File: src/rtl/lcd_pkg.sv
// lcd_pkg: shared definitions for the HD44780 bus driver and init sequencer.
//   - FSM state encoding for lcd_bus_driver
//   - poll sub-phase encoding (used when LCD_BUSY_POLL_EN is defined)
//   - HD44780 opcode constants and default bus/execution timing at 50 MHz
//   - is_long_cmd(): identifies Clear Display / Return Home
package lcd_pkg;

    typedef enum logic [2:0] {
        ST_IDLE  = 3'd0,
        ST_SETUP = 3'd1,
        ST_EN_HI = 3'd2,
        ST_HOLD  = 3'd3,
        ST_EXEC  = 3'd4,
        ST_POLL  = 3'd5
    } lcd_state_e;

    typedef enum logic [1:0] {
        PH_SETUP = 2'd0,
        PH_EN    = 2'd1,
        PH_HOLD  = 2'd2
    } poll_phase_e;

    localparam logic [7:0] LCD_OP_CLEAR = 8'h01;
    localparam logic [7:0] LCD_OP_HOME  = 8'h02;

    localparam int unsigned LCD_SETUP_CYC     = 2;
    localparam int unsigned LCD_EN_CYC        = 12;
    localparam int unsigned LCD_HOLD_CYC      = 2;
    localparam int unsigned LCD_EXEC_CYC      = 2000;
    localparam int unsigned LCD_EXEC_LONG_CYC = 82000;
    localparam int unsigned LCD_CNT_W         = 17;

    // Instruction bytes 0x00..0x03: Clear (0x01) and Return Home (0x02/0x03,
    // bit 0 is don't-care). 0x00 shares the same decode and gets the long wait.
    function automatic logic is_long_cmd(input logic rs, input logic [7:0] data);
        logic [7:0] d1;
        d1 = data | 8'h01;
        return !rs && ((d1 == (LCD_OP_CLEAR | 8'h01)) || (d1 == (LCD_OP_HOME | 8'h01)));
    endfunction

endpackage

File: src/rtl/lcd_delay_timer.sv
// lcd_delay_timer: loadable down-counter with terminal-count (zero) flag.
//   Clock       in   system clock
//   Reset       in   asynchronous, active-high
//   load_i      in   load load_val_i this cycle (has priority over counting)
//   load_val_i  in   value to load; a load of N-1 gives N cycles until zero_o
//   zero_o      out  counter is at zero (counting stops there)
module lcd_delay_timer
    import lcd_pkg::*;
#(
    parameter int unsigned CNT_W = LCD_CNT_W
) (
    input  logic             Clock,
    input  logic             Reset,
    input  logic             load_i,
    input  logic [CNT_W-1:0] load_val_i,
    output logic             zero_o
);

    logic [CNT_W-1:0] cnt_q;

    always_ff @(posedge Clock or posedge Reset) begin
        if (Reset) begin
            cnt_q <= '0;
        end else if (load_i) begin
            cnt_q <= load_val_i;
        end else if (cnt_q != '0) begin
            cnt_q <= cnt_q - 1'b1;
        end
    end

    assign zero_o = (cnt_q == '0);

endmodule

File: src/rtl/lcd_bus_driver.sv
// lcd_bus_driver: HD44780 8-bit parallel bus stage. Takes one byte (RS + data)
// per valid/ready handshake, drives setup / EN pulse / hold on the bus, then
// waits out the controller execution time before accepting the next byte.
//   Clock, Reset        50 MHz clock, asynchronous active-high reset
//   cmd_valid/cmd_ready request handshake; cmd_ready = (state == IDLE)
//   cmd_rs, cmd_data    register select (1 = data) and byte to write
//   busy                high from acceptance until return to IDLE
//   done                one-cycle pulse in the IDLE cycle after a request
//   LCD_EN/RS/RW/DATA   bus outputs, all registered
// Optional feature, macro LCD_BUSY_POLL_EN: replaces the fixed execution wait
// with busy-flag polling. Adds LCD_DATA_IN (bus read value), LCD_DATA_OE
// (1 = drive LCD_DATA) and poll_timeout (sticky, cleared by Reset).
//
// state    | meaning
// IDLE     | waiting for request, cmd_ready high
// SETUP    | RS/RW/DATA settling before EN rises
// EN_HI    | EN high
// HOLD     | EN low, RS/DATA held
// EXEC     | fixed execution wait (normal or long)
// POLL     | busy-flag read cycles (LCD_BUSY_POLL_EN only)
module lcd_bus_driver
    import lcd_pkg::*;
#(
    parameter int unsigned SETUP_CYC     = LCD_SETUP_CYC,
    parameter int unsigned EN_CYC        = LCD_EN_CYC,
    parameter int unsigned HOLD_CYC      = LCD_HOLD_CYC,
    parameter int unsigned EXEC_CYC      = LCD_EXEC_CYC,
    parameter int unsigned EXEC_LONG_CYC = LCD_EXEC_LONG_CYC,
    parameter int unsigned CNT_W         = LCD_CNT_W
) (
    input  logic       Clock,
    input  logic       Reset,
    input  logic       cmd_valid,
    output logic       cmd_ready,
    input  logic       cmd_rs,
    input  logic [7:0] cmd_data,
    output logic       busy,
    output logic       done,
    output logic       LCD_EN,
    output logic       LCD_RS,
    output logic       LCD_RW,
    output logic [7:0] LCD_DATA
`ifdef LCD_BUSY_POLL_EN
    ,
    input  logic [7:0] LCD_DATA_IN,
    output logic       LCD_DATA_OE,
    output logic       poll_timeout
`endif
);

    localparam logic [CNT_W-1:0] LD_SETUP = CNT_W'(SETUP_CYC - 1);
    localparam logic [CNT_W-1:0] LD_EN    = CNT_W'(EN_CYC - 1);
    localparam logic [CNT_W-1:0] LD_HOLD  = CNT_W'(HOLD_CYC - 1);
    localparam logic [CNT_W-1:0] LD_LONG  = CNT_W'(EXEC_LONG_CYC - 1);
`ifndef LCD_BUSY_POLL_EN
    localparam logic [CNT_W-1:0] LD_EXEC  = CNT_W'(EXEC_CYC - 1);
`endif

    lcd_state_e       state_q;
    logic             en_q;
    logic             rs_q;
    logic [7:0]       data_q;
    logic             busy_q;
    logic             done_q;
    logic             accept;
    logic             tmr_load;
    logic [CNT_W-1:0] tmr_val;
    logic             tmr_zero;

`ifdef LCD_BUSY_POLL_EN
    poll_phase_e      phase_q;
    logic [CNT_W-1:0] poll_cnt_q;
    logic             rw_q;
    logic             oe_q;
    logic             db7_q;
    logic             timeout_q;
`else
    logic             long_q;
`endif

    assign cmd_ready = (state_q == ST_IDLE);
    assign accept    = cmd_valid && (state_q == ST_IDLE);

    lcd_delay_timer #(.CNT_W(CNT_W)) u_timer (
        .Clock      (Clock),
        .Reset      (Reset),
        .load_i     (tmr_load),
        .load_val_i (tmr_val),
        .zero_o     (tmr_zero)
    );

    // Timer is reloaded on every state (and poll phase) entry.
    always_comb begin
        tmr_load = 1'b0;
        tmr_val  = '0;
        unique case (state_q)
            ST_IDLE: begin
                if (accept) begin
                    tmr_load = 1'b1;
                    tmr_val  = LD_SETUP;
                end
            end
            ST_SETUP: begin
                if (tmr_zero) begin
                    tmr_load = 1'b1;
                    tmr_val  = LD_EN;
                end
            end
            ST_EN_HI: begin
                if (tmr_zero) begin
                    tmr_load = 1'b1;
                    tmr_val  = LD_HOLD;
                end
            end
            ST_HOLD: begin
                if (tmr_zero) begin
                    tmr_load = 1'b1;
`ifdef LCD_BUSY_POLL_EN
                    tmr_val  = LD_SETUP;
`else
                    tmr_val  = long_q ? LD_LONG : LD_EXEC;
`endif
                end
            end
`ifdef LCD_BUSY_POLL_EN
            ST_POLL: begin
                if (tmr_zero) begin
                    unique case (phase_q)
                        PH_SETUP: begin
                            tmr_load = 1'b1;
                            tmr_val  = LD_EN;
                        end
                        PH_EN: begin
                            tmr_load = 1'b1;
                            tmr_val  = LD_HOLD;
                        end
                        PH_HOLD: begin
                            tmr_load = db7_q;
                            tmr_val  = LD_SETUP;
                        end
                        default: ;
                    endcase
                end
            end
`endif
            default: ;
        endcase
    end

    always_ff @(posedge Clock or posedge Reset) begin
        if (Reset) begin
            state_q    <= ST_IDLE;
            en_q       <= 1'b0;
            rs_q       <= 1'b0;
            data_q     <= 8'h00;
            busy_q     <= 1'b0;
            done_q     <= 1'b0;
`ifdef LCD_BUSY_POLL_EN
            phase_q    <= PH_SETUP;
            poll_cnt_q <= '0;
            rw_q       <= 1'b0;
            oe_q       <= 1'b1;
            db7_q      <= 1'b0;
            timeout_q  <= 1'b0;
`else
            long_q     <= 1'b0;
`endif
        end else begin
            done_q <= 1'b0;
            unique case (state_q)
                ST_IDLE: begin
                    if (cmd_valid) begin
                        rs_q    <= cmd_rs;
                        data_q  <= cmd_data;
                        busy_q  <= 1'b1;
                        state_q <= ST_SETUP;
`ifndef LCD_BUSY_POLL_EN
                        long_q  <= is_long_cmd(cmd_rs, cmd_data);
`endif
                    end
                end
                ST_SETUP: begin
                    if (tmr_zero) begin
                        en_q    <= 1'b1;
                        state_q <= ST_EN_HI;
                    end
                end
                ST_EN_HI: begin
                    if (tmr_zero) begin
                        en_q    <= 1'b0;
                        state_q <= ST_HOLD;
                    end
                end
                ST_HOLD: begin
                    if (tmr_zero) begin
`ifdef LCD_BUSY_POLL_EN
                        // Turn the bus around for a busy-flag read.
                        rw_q       <= 1'b1;
                        rs_q       <= 1'b0;
                        oe_q       <= 1'b0;
                        phase_q    <= PH_SETUP;
                        poll_cnt_q <= '0;
                        state_q    <= ST_POLL;
`else
                        state_q    <= ST_EXEC;
`endif
                    end
                end
                ST_EXEC: begin
                    if (tmr_zero) begin
                        busy_q  <= 1'b0;
                        done_q  <= 1'b1;
                        state_q <= ST_IDLE;
                    end
                end
                ST_POLL: begin
`ifdef LCD_BUSY_POLL_EN
                    poll_cnt_q <= poll_cnt_q + 1'b1;
                    if (poll_cnt_q == LD_LONG) begin
                        // Controller never released busy: give up and
                        // leave a sticky flag for the sequencer.
                        en_q      <= 1'b0;
                        rw_q      <= 1'b0;
                        oe_q      <= 1'b1;
                        busy_q    <= 1'b0;
                        done_q    <= 1'b1;
                        timeout_q <= 1'b1;
                        state_q   <= ST_IDLE;
                    end else if (tmr_zero) begin
                        unique case (phase_q)
                            PH_SETUP: begin
                                en_q    <= 1'b1;
                                phase_q <= PH_EN;
                            end
                            PH_EN: begin
                                // Last EN-high cycle: read data is valid.
                                db7_q   <= LCD_DATA_IN[7];
                                en_q    <= 1'b0;
                                phase_q <= PH_HOLD;
                            end
                            PH_HOLD: begin
                                if (db7_q) begin
                                    phase_q <= PH_SETUP;
                                end else begin
                                    rw_q    <= 1'b0;
                                    oe_q    <= 1'b1;
                                    busy_q  <= 1'b0;
                                    done_q  <= 1'b1;
                                    state_q <= ST_IDLE;
                                end
                            end
                            default: phase_q <= PH_SETUP;
                        endcase
                    end
`else
                    state_q <= ST_IDLE;
`endif
                end
                default: state_q <= ST_IDLE;
            endcase
        end
    end

    assign LCD_EN   = en_q;
    assign LCD_RS   = rs_q;
    assign LCD_DATA = data_q;
    assign busy     = busy_q;
    assign done     = done_q;
`ifdef LCD_BUSY_POLL_EN
    assign LCD_RW       = rw_q;
    assign LCD_DATA_OE  = oe_q;
    assign poll_timeout = timeout_q;
`else
    assign LCD_RW = 1'b0;
`endif

endmodule

File: config.mk
export PLATFORM = sky130hd
export DESIGN_NAME = lcd_bus_driver
export DESIGN_NICKNAME = d
export VERILOG_FILES = /design/src/rtl/lcd_pkg.sv /design/src/rtl/lcd_delay_timer.sv /design/src/rtl/lcd_bus_driver.sv
export SDC_FILE = /design/constraint.sdc
export NUM_CORES = 1
export LEC_CHECK = 0
export CAP_MARGIN = 20
export CORE_MARGIN = 4
export CORE_UTILIZATION = 49
export DETAILED_ROUTE_END_ITERATION = 6
export PLACE_DENSITY = 0.73
export SETUP_SLACK_MARGIN = 0.05
export SLEW_MARGIN = 20
export SYNTH_ARGS = -nofsm -noshare
export SYNTH_HDL_FRONTEND = slang
export SYNTH_HIERARCHICAL = 1
export SYNTH_SLANG_ARGS = --single-unit
File: constraint.sdc
create_clock -name Clock -period 3.45 [get_ports Clock]
set_input_delay 0.345 -clock Clock [delete_from_list [all_inputs] [get_ports Clock]]
set_output_delay 0.345 -clock Clock [all_outputs]
set_load 0.03 [all_outputs]
==> results.cfg <==
[logic_synthesis]
synth_cell_types = 48
ys.flop_type = dfrtp_1
netlist_area_um2 = 1824
synthTopCellsByArea = dfrtp_1 (45%), mux2_4 (5.8%), nand2_1 (3.3%)
seq_area_frac_synth = 0.4527
synth_top_cell_by_area = dfrtp_1
synth_top_area_share = 0.4527
syn_avg_cell_area_um2 = 10.48
synthCells = 174
async_reset_ff_frac = 1.000
synth_edf_count = 0
yosysWarnings = 6
ys_ff_latch = 33

[final_layout]
layout.nets = 215
n_antenna_cell = 0
final_common_cell = dfrtp_1
final_cell_mix = dfrtp_1 (33), clkdlybuf4s50_1 (24), nand2_1 (16)
area_growth_pct = 19.07
drive_gt1_frac = 0.1478

[clock_network]
cts_hold_buffers = 0
htreeDepth = 2
cts_tree = built
cts_setup_buffers = 0
root_buffer = clkbuf_8
cts.path.max_buffers = 2
tritoncts.num_buffers = 5
cts_sinks = 33
cts_resized = 0
clkLatencyLatePin_ps = 290
path_clk_slew_ps = 70

[critical_path]
critPathMaxFanout = 23
arrival_ps = 3100
required_ps = 3620
endpoint_kind = flop
crit_chain = inv_1, ha_1, nor4b_2, nand4_1, clkinv_1, o21ai_0, a21oi_2, buf_4, nand2b_1, o31a_1
slowest_stage = nor4b_2
max_stage_delay_ps = 480
crit_type = reg2reg
cp-start-kind = flop

[power_and_ir_drop]
p_sw_mw = 0.5400
peakVddDrop_v = 0.0003667
clkPwrFrac = 0.194
p_int_mw = 0.8889
sw_frac_of_total = 0.3779
p_leak_nw = 0.9203
seqPwrFrac = 0.461
p_per_area_nw_per_um2 = 657.8
combPwrFrac = 0.344
finalPower_mw = 1.429

[grt]
grt_max_degree = 24
grt_pass1_vias = 1406
grt_pass1_wl_mm = 6.637
overflow = 0
grt.total_usage = 0.1714
antenna_found_initial = 0

[placed_design]
dpl.hpwl_mm = 2.762
portBuffers = 24
gp_congestion = 0.8213

[sta]
worstMarginPinSlew_ps = 884.6
period_share = 0.8489
worst_clock_skew_ps = 9.468
fmax_mhz = 341.5
slew_viol_final = 0
fin_crit_ps = 2929
maxSlewHeadroom = 0.4078
setup_tns_ps = 0
hold_violations = 0
setup_viol = 0
rsz0062_at_grt = no

[detailed_routing]
viasPerCell = 5.578
routed_wl_mm = 3.754
avgRoutedWirePerCell_um = 15.08
route.detailed.drc = 0
first_iter_violations = 70
vias = 1389
drt_first_pass_iters = 4
postRouteAntennaNets = 0

[floorplan]
core_um2 = 3468
die_area_um2 = 4763
core.rowCount = 21
io_pins = 26
start_util = 0.5260
die_h_um = 69.02
fp.dieW_um = 69.02

[hold_path]
hp-class = in2async

[flow_run]
drv_cap = 0

[outcome]
status = completed
==> cells in the mapped netlist (2+ instances only) <==
master and number:
nor4_1 3, or2_2 2, mux2i_1 3, inv_1 10, nor3_1 7, a22o_1 4
xor2_1 4, or4_1 2, o21ai_0 11, nor4_2 3, a21oi_1 4, xnor2_1 6
buf_2 2, nand2_1 16, nor2_1 12, o31ai_1 4, buf_6 3, nand3_1 2
clkbuf_1 4, dfrtp_1 33, nand4_1 2, mux2_4 7, mux2_2 4, a21boi_0 2
==> power groups by stage <==
stage               clock (mW)  sequential [mW]  combinational [mW]
finish                   0.278            0.659               0.492
global route             0.297            0.682               0.537
CTS                      0.282            0.657               0.490
detailed placement           0            0.662               0.484
global placement             0            0.652               0.467
floorplan                    0            0.646               0.371
==> cell type report <==
cell class,count,area [µm²]
fill,293,1296
multi-input combinational,126,917.1
sequential,33,825.8
timing repair buffer,25,247.7
clock buffer,6,72.57
tap,46,57.56
inverter,11,41.29
clock inverter,2,10.01
==> final timing paths <==
path,start,endpoint,cells past startpoint,slack [ps]
max,u_timer/cnt_q[0]$_DFFE_PP0P_,u_timer/cnt_q[15]$_DFFE_PP0P_,10,520
min in group Clock,LCD_EN$_DFFE_PP0P_,LCD_EN$_DFFE_PP0P_,2,490
min reg2reg,LCD_EN$_DFFE_PP0P_,LCD_EN$_DFFE_PP0P_,2,490
max in group asynchronous,Reset,u_timer/cnt_q[14]$_DFFE_PP0P_,2,2550
max reg2reg,u_timer/cnt_q[0]$_DFFE_PP0P_,u_timer/cnt_q[15]$_DFFE_PP0P_,10,520
min,Reset,LCD_DATA[2]$_DFFE_PP0P_,2,450
==> cell families (layout without fill, tap and decap cells) <==
family	after synthesis	count (layout)	share of synthesized area
and+or+nand+nor	60	60	0.2037
muxes	14	14	0.09876
xor gates and xnor gates	10	10	0.04801
buffers and inverters	21	44	0.05898
DFF	33	33	0.4527
AOI/OAI and AO/OA	34	34	0.1289
other	1	7	0.002056
adders and majority gates	1	1	0.006858
==> registers in the layout, indices dropped and copies added, names as in the netlist <==
signal,cells
state_q,3
LCD_RS,1
u_timer/cnt_q,17
busy,1
done,1
LCD_EN,1
LCD_DATA,8
long_q,1
==> per-layer routing <==
layer | track usage | part of all wire
met5 | 0 | 0
met4 | 0.08460 | 0.023
met3 | 0.04070 | 0.040
met2 | 0.2680 | 0.49
met1 | 0.2212 | 0.45
==> worst max-delay path: cells and delay by family, from the launching register on <==
family                     cells  cell delay, ps
and+or+nand+nor                3             900
buffers and inverters          3             680
AOI/OAI and AO/OA              3             620
DFF                            1             390
adders and majority gates      1             210
==> metrics by stage <==
| stage | hold WS (ps) | cells | cell area, µm² | setup WS, ps | utilization |
|---|---|---|---|---|---|
| 2_1_floorplan | 258.7 | 180 | 1847 | 831.3 | - |
| 3_3_place_gp | 473.3 | 241 | 2090 | 766.0 | 0.6025 |
| 3_5_place_dp | 483.9 | 241 | 2090 | 593.0 | 0.6025 |
| 4_1_cts | 476.4 | 249 | 2172 | 575.3 | 0.6263 |
| 5_1_grt | 533.2 | 249 | 2172 | 267.7 | 0.6263 |
| 6_report | 451.2 | 249 | 2172 | 521.5 | 0.6263 |
Power figures use the tool's default switching activity.
